### config.mk
export PLATFORM = sky130hd
export DESIGN_NAME = instr_fetch_unit
export DESIGN_NICKNAME = d
export VERILOG_FILES = /design/src/rtl/ifu_pkg.sv /design/src/rtl/ifu_fifo.sv /design/src/rtl/instr_fetch_unit.sv
export SDC_FILE = /design/constraint.sdc
export NUM_CORES = 1
export LEC_CHECK = 0
export CAP_MARGIN = 20
export CORE_MARGIN = 3
export CORE_UTILIZATION = 45
export DETAILED_ROUTE_END_ITERATION = 6
export PLACE_DENSITY = 0.83
export SYNTH_ARGS = -nofsm -noshare
export SYNTH_HDL_FRONTEND = slang
export SYNTH_SLANG_ARGS = --single-unit
### constraint.sdc
create_clock -name clk -period 2.5 [get_ports clk]
set_input_delay 0.25 -clock clk [delete_from_list [all_inputs] [get_ports clk]]
set_output_delay 0.25 -clock clk [all_outputs]
set_load 0.05 [all_outputs]
### src/rtl/ifu_pkg.sv
// rtl/ifu_pkg.sv - shared widths, reset PC, buffer entry type and sizing helpers for the fetch unit
package ifu_pkg;

  localparam int         IFU_ADDR_W   = 8;
  localparam int         IFU_DATA_W   = 8;
  localparam logic [7:0] IFU_RESET_PC = 8'h00;

  typedef struct packed {
    logic [IFU_DATA_W-1:0] data;
    logic [IFU_ADDR_W-1:0] pc;
  } ifu_entry_t;

  // Counter must reach DEPTH itself, so it needs one more code than the pointer.
  function automatic int ifu_cnt_w(input int depth);
    return $clog2(depth + 1);
  endfunction

  function automatic int ifu_ptr_w(input int depth);
    return (depth > 1) ? $clog2(depth) : 1;
  endfunction

endpackage

### src/rtl/ifu_fifo.sv
// rtl/ifu_fifo.sv - synchronous FIFO with flush; head word is read straight from the storage flops
module ifu_fifo
  import ifu_pkg::*;
#(
  parameter int DEPTH = 4,
  parameter int WIDTH = 16
) (
  input  logic                        clk,
  input  logic                        rst,
  input  logic                        push_i,
  input  logic [WIDTH-1:0]            push_data_i,
  input  logic                        pop_i,
  input  logic                        flush_i,
  output logic [WIDTH-1:0]            head_data_o,
  output logic                        empty_o,
  output logic                        full_o,
  output logic [ifu_cnt_w(DEPTH)-1:0] count_o
);

  localparam int PW = ifu_ptr_w(DEPTH);
  localparam int CW = ifu_cnt_w(DEPTH);

  logic [WIDTH-1:0] mem_q [DEPTH];
  logic [PW-1:0]    wr_ptr_q, wr_ptr_d;
  logic [PW-1:0]    rd_ptr_q, rd_ptr_d;
  logic [CW-1:0]    count_q, count_d;
  logic             do_pop;

  function automatic logic [PW-1:0] ptr_inc(input logic [PW-1:0] p);
    return (p == PW'(DEPTH - 1)) ? '0 : p + PW'(1);
  endfunction

  assign empty_o     = (count_q == '0);
  assign full_o      = (count_q == CW'(DEPTH));
  assign count_o     = count_q;
  assign head_data_o = mem_q[rd_ptr_q];
  assign do_pop      = pop_i & ~empty_o;

  always_comb begin
    wr_ptr_d = wr_ptr_q;
    rd_ptr_d = rd_ptr_q;
    count_d  = count_q;
    if (flush_i) begin
      wr_ptr_d = '0;
      rd_ptr_d = '0;
      count_d  = '0;
    end else begin
      if (push_i) wr_ptr_d = ptr_inc(wr_ptr_q);
      if (do_pop) rd_ptr_d = ptr_inc(rd_ptr_q);
      count_d = count_q + CW'(push_i) - CW'(do_pop);
    end
  end

  always_ff @(posedge clk) begin
    if (rst) begin
      wr_ptr_q <= '0;
      rd_ptr_q <= '0;
      count_q  <= '0;
      for (int i = 0; i < DEPTH; i++) mem_q[i] <= '0;
    end else begin
      wr_ptr_q <= wr_ptr_d;
      rd_ptr_q <= rd_ptr_d;
      count_q  <= count_d;
      if (push_i && !flush_i) mem_q[wr_ptr_q] <= push_data_i;
    end
  end

endmodule

### src/rtl/instr_fetch_unit.sv
// rtl/instr_fetch_unit.sv - PC, ROM fetch issue/capture and instruction buffer; IFU_PREFETCH_EN selects a FIFO_DEPTH prefetch buffer
module instr_fetch_unit
  import ifu_pkg::*;
#(
  parameter int                ADDR_W     = IFU_ADDR_W,
  parameter int                DATA_W     = IFU_DATA_W,
  parameter logic [ADDR_W-1:0] RESET_PC   = IFU_RESET_PC,
  parameter int                FIFO_DEPTH = 4
) (
  input  logic              clk,
  input  logic              rst,
  output logic [ADDR_W-1:0] addr_program,
  input  logic [DATA_W-1:0] data_program,
  output logic              ins_valid,
  output logic [DATA_W-1:0] ins_data,
  output logic [ADDR_W-1:0] ins_pc,
  input  logic              ins_ready,
  input  logic              redirect,
  input  logic [ADDR_W-1:0] redirect_pc,
  input  logic              halt
);

`ifdef IFU_PREFETCH_EN
  localparam int DEPTH = FIFO_DEPTH;
`else
  localparam int DEPTH = 1;
`endif
  localparam int CW = ifu_cnt_w(DEPTH);
  localparam int OW = CW + 1;

  if (FIFO_DEPTH < 2 || (FIFO_DEPTH & (FIFO_DEPTH - 1)) != 0) begin : g_bad_depth
    $error("FIFO_DEPTH must be a power of 2 and at least 2");
  end

  logic [ADDR_W-1:0] fetch_pc_q, fetch_pc_d;
  logic [ADDR_W-1:0] tag_q, tag_d;
  logic              inflight_q, inflight_d;
  logic              pop, push, issue, fifo_empty, fifo_full;
  logic [CW-1:0]     fifo_count;
  logic [OW-1:0]     occupancy;
  logic [DATA_W+ADDR_W-1:0] head;

  // The in-flight word's capture slot is the redirect cycle itself, so gating
  // push with redirect is all the squash that is needed.
  assign pop       = ins_valid & ins_ready;
  assign push      = inflight_q & ~redirect & ~fifo_full;
  assign occupancy = OW'(fifo_count) - OW'(pop) + OW'(inflight_q);
  assign issue     = ~halt & ~redirect & (occupancy < OW'(DEPTH));

  always_comb begin
    fetch_pc_d = fetch_pc_q;
    tag_d      = tag_q;
    inflight_d = 1'b0;
    if (redirect) begin
      fetch_pc_d = redirect_pc;
    end else if (issue) begin
      inflight_d = 1'b1;
      tag_d      = fetch_pc_q;
      fetch_pc_d = fetch_pc_q + ADDR_W'(1);
    end
  end

  always_ff @(posedge clk) begin
    if (rst) begin
      fetch_pc_q <= RESET_PC;
      tag_q      <= '0;
      inflight_q <= 1'b0;
    end else begin
      fetch_pc_q <= fetch_pc_d;
      tag_q      <= tag_d;
      inflight_q <= inflight_d;
    end
  end

  ifu_fifo #(
    .DEPTH (DEPTH),
    .WIDTH (DATA_W + ADDR_W)
  ) u_fifo (
    .clk         (clk),
    .rst         (rst),
    .push_i      (push),
    .push_data_i ({data_program, tag_q}),
    .pop_i       (pop),
    .flush_i     (redirect),
    .head_data_o (head),
    .empty_o     (fifo_empty),
    .full_o      (fifo_full),
    .count_o     (fifo_count)
  );

  assign addr_program = fetch_pc_q;
  assign ins_valid    = ~fifo_empty;
  assign ins_data     = head[DATA_W+ADDR_W-1:ADDR_W];
  assign ins_pc       = head[ADDR_W-1:0];

endmodule
==> impl_metrics.env <==
export IMPL_hp_class="in2reg"
export IMPL_synth_warnings=0
export IMPL_fin_area_um2=2070
export IMPL_grt_max_degree=23
export IMPL_synth_seq_cells=34
export IMPL_syn_area_um2=1430
export IMPL_synthMuxAreaShare=0
export IMPL_critPathRequiredTime_ns=2.76
export IMPL_syn_avg_cell_area_um2=10.5
export IMPL_via_count=1232
export IMPL_holdWs_ns=0.474
export IMPL_critPathKind="in2reg"
export IMPL_cp_end_kind="flop"
export IMPL_synth_top_area_cell="edfxtp_1"
export IMPL_holdPathEnd="addr_program[1]"
export IMPL_slew_headroom=0.614
export IMPL_finalClockSkew_ns=0.00742
export IMPL_grt_usage=0.193
export IMPL_clockRootBuffer="clkbuf_4"
export IMPL_antenna_found_initial=0
export IMPL_yosysSeqAreaShare=0.587
export IMPL_numPortBuffers=45
export IMPL_clkTransAtPathRegs_ns=0.11
export IMPL_p_leak_nw=0.750
export IMPL_die_width_um=62.4
export IMPL_synth_cell_types=33
export IMPL_h_tree_depth=2
export IMPL_detail_route_wl_per_cell_um=14.9
export IMPL_syn_inst=136
export IMPL_finalWeightedCongestion=0.802
export IMPL_fin_cells=231
export IMPL_min_period_ns=2.12
export IMPL_p_per_area_nw_per_um2=666
export IMPL_cp_start_kind="primary input"
export IMPL_die_area_um2=3900
export IMPL_post_route_util=0.714
export IMPL_regToRegSetupSlack_ns=0.43
export IMPL_period_share=0.847
export IMPL_start_util=0.494
export IMPL_rsz0062_at_grt="no"
export IMPL_drive_above_1_share=0.0952
export IMPL_synth_compound_area_frac=0.131
export IMPL_fin_setup_tns_ns=0
export IMPL_slew_violations=0
export IMPL_cpMaxStageDelayCell="or4_1"
export IMPL_core_um2=2900
export IMPL_r2r_end="addr_program[5]"
export IMPL_hold_buffers=0
export IMPL_hold_depth=3
export IMPL_drv_cap=0
export IMPL_max_slew_worst_pin_slew_ns=0.574
export IMPL_startpoint="ins_ready"
export IMPL_avgViaCountPerCell=5.33
export IMPL_synth_simple_area_share=0.225
export IMPL_synthXorXnorAreaFrac=0.0122
export IMPL_reg2reg_from="u_fifo.count_o"
export IMPL_clockBufferDepth=2
export IMPL_drt_initial_drc_count=62
export IMPL_clock_sinks=34
export IMPL_cp_max_fo=4
export IMPL_fillers=248
export IMPL_max_stage_delay_ns=0.54
export IMPL_dp_cells=223
export IMPL_numCtsBuffers=5
export IMPL_reg2regPathDepth=6
export IMPL_hold_viol=0
export IMPL_area_growth_pct=44.5
export IMPL_insertion_delay_ns=0.35
export IMPL_antenna_left=0
export IMPL_postCtsSetupBuffers=0
export IMPL_antenna_cells=0
export IMPL_max_freq_mhz=472
export IMPL_overflow=0
export IMPL_yosys_top_cells_area="edfxtp_1 34%, dfxtp_1 25%, and2_1 7.0%"
export IMPL_grt_pass1_wl_um=5910
export IMPL_cts_tree="yes"
export IMPL_drc=0
export IMPL_cp_cell_sequence="clkdlybuf4s50_1 > nand2b_1 > inv_1 > ha_1 > or3_1 > or4_1 > a311oi_1"
export IMPL_ir_drop_mv=0.493
export IMPL_arrival_ns=2.37
export IMPL_grt_pass1_vias=1305
export IMPL_die_y_um=62.4
export IMPL_cts_resized_gates=0
export IMPL_status="complete, no violations"
export IMPL_synthAdderAreaFrac=0.0175
export IMPL_dp_hpwl_um=2530
export IMPL_route_final_wire_length_um=3440
export IMPL_setup_viol=0
export IMPL_min_from="redirect_pc[1]"
export IMPL_yosysTopAreaCellShare=0.335
export IMPL_syn_nets=159
export IMPL_rows=19
export IMPL_synth_top_family_by_area="simple AND/OR/NAND/NOR gates"
export IMPL_first_pass_iters=4
export IMPL_ios=46
export IMPL_layout_nets=211
export IMPL_dpl_instance_area_um2=1960
## where the power goes
| group | internal (mW) | total [mW] | leakage (nW) | switching [mW] |
|---|---|---|---|---|
| Combinational | 0.0930 | 0.233 | 0.380 | 0.140 |
| Sequential | 0.609 | 0.634 | 0.314 | 0.0245 |
| Clock | 0.313 | 0.512 | 0.0554 | 0.199 |
| Total | 1.01 | 1.38 | 0.750 | 0.363 |
## flip-flops by register name, summed over array words and instances, names as in the netlist
register and count:
u_fifo.count_o 1, addr_program 8, inflight_q 1, u_fifo.mem_q 16
tag_q 8
## cell families (layout without fill, tap and decap cells)
| logic type | Yosys count | after routing |
|---|---|---|
| adders and majority gates | 2 | 2 |
| and+or+nand+nor | 58 | 58 |
| xor gates and xnor gates | 2 | 2 |
| buffers and inverters | 10 | 63 |
| AOI/OAI and AO/OA | 30 | 30 |
| DFF | 34 | 34 |
## placed cells by master (no fill, tap or decap), types with 2 or more instances in the layout
master,netlist,routed
clkdlybuf4s50_1,0,45
dfxtp_1,18,18
and2_1,16,16
edfxtp_1,16,16
nand2_1,11,11
o21ai_0,10,10
nor2_1,9,9
a21oi_1,8,8
buf_4,0,8
a311oi_1,5,5
clkbuf_4,0,5
nor3_1,3,3
or3_1,3,3
nand3_1,3,3
a211oi_1,3,3
nand2b_1,2,2
inv_1,2,2
nor4b_1,2,2
nor4_1,2,2
ha_1,2,2
bufinv_16,0,2
## Yosys cell counts
| cell | n |
|---|---|
| xor2_1 | 1 |
| clkbuf_1 | 6 |
| xnor2_1 | 1 |
| nor4_1 | 2 |
| inv_1 | 2 |
| nand2b_1 | 2 |
| nand3b_1 | 1 |
| o21bai_1 | 1 |
| o21ai_0 | 10 |
| ha_1 | 2 |
| a211oi_1 | 3 |
| nand4_1 | 1 |
| dfxtp_1 | 18 |
| nor4b_1 | 2 |
| or2_2 | 1 |
| or4_1 | 1 |
| a2111oi_0 | 1 |
| nand2_1 | 11 |
| or4b_2 | 1 |
| a21oi_1 | 8 |
| a311oi_1 | 5 |
| or4b_1 | 1 |
| clkbuf_2 | 1 |
| buf_1 | 1 |
| nor3_1 | 3 |
| nand3_1 | 3 |
| o31ai_1 | 1 |
| nor2_1 | 9 |
| o211ai_1 | 1 |
| or3_1 | 3 |
| edfxtp_1 | 16 |
| and3b_1 | 1 |
| and2_1 | 16 |
## area by class of cell
cell class	count	area [µm²]	share of cell area
multi-input combinational	92	553	0.267
tap	42	52.6	0.0254
clock buffer	5	37.5	0.0181
clock inverter	3	68.8	0.0332
sequential	34	841	0.406
inverter	2	7.51	0.00363
timing repair buffer	53	510	0.247
## stage by stage
stage	setup WS (ns)	total power, mW
2_1_floorplan	0.201	0.775
3_3_place_gp	0.140	0.872
3_5_place_dp	0.00960	0.879
4_1_cts	0.387	1.38
5_1_grt	0.311	1.43
6_report	0.383	1.38
## layer usage
layer  vias to the layer above  global-route usage  part of all wire
met1                       567               0.217              0.40
li1                        597                   -                 -
met4                         0              0.0964             0.010
met3                         5              0.0665             0.096
met5                         -                   0                 0
met2                        63               0.325              0.49
## worst max-delay path, delay by kind of cell
| family | cells | cell delay, ns |
|---|---|---|
| adder cells (fa/ha/maj) | 1 | 0.31 |
| AO/OA/AOI/OAI | 1 | 0.28 |
| buffers and inverters | 2 | 0.50 |
| AND/OR/NAND/NOR | 3 | 1.04 |
## how the worst max path moves through the flow
stage	to	slack, ns
3_3_place_gp	addr_program[5]	0.14
5_1_grt	addr_program[5]	0.31
3_5_place_dp	addr_program[5]	0.01
2_1_floorplan	addr_program[5]	0.20
4_1_cts	addr_program[5]	0.39
6_report	addr_program[5]	0.38
(Power assumes the default switching activity.)
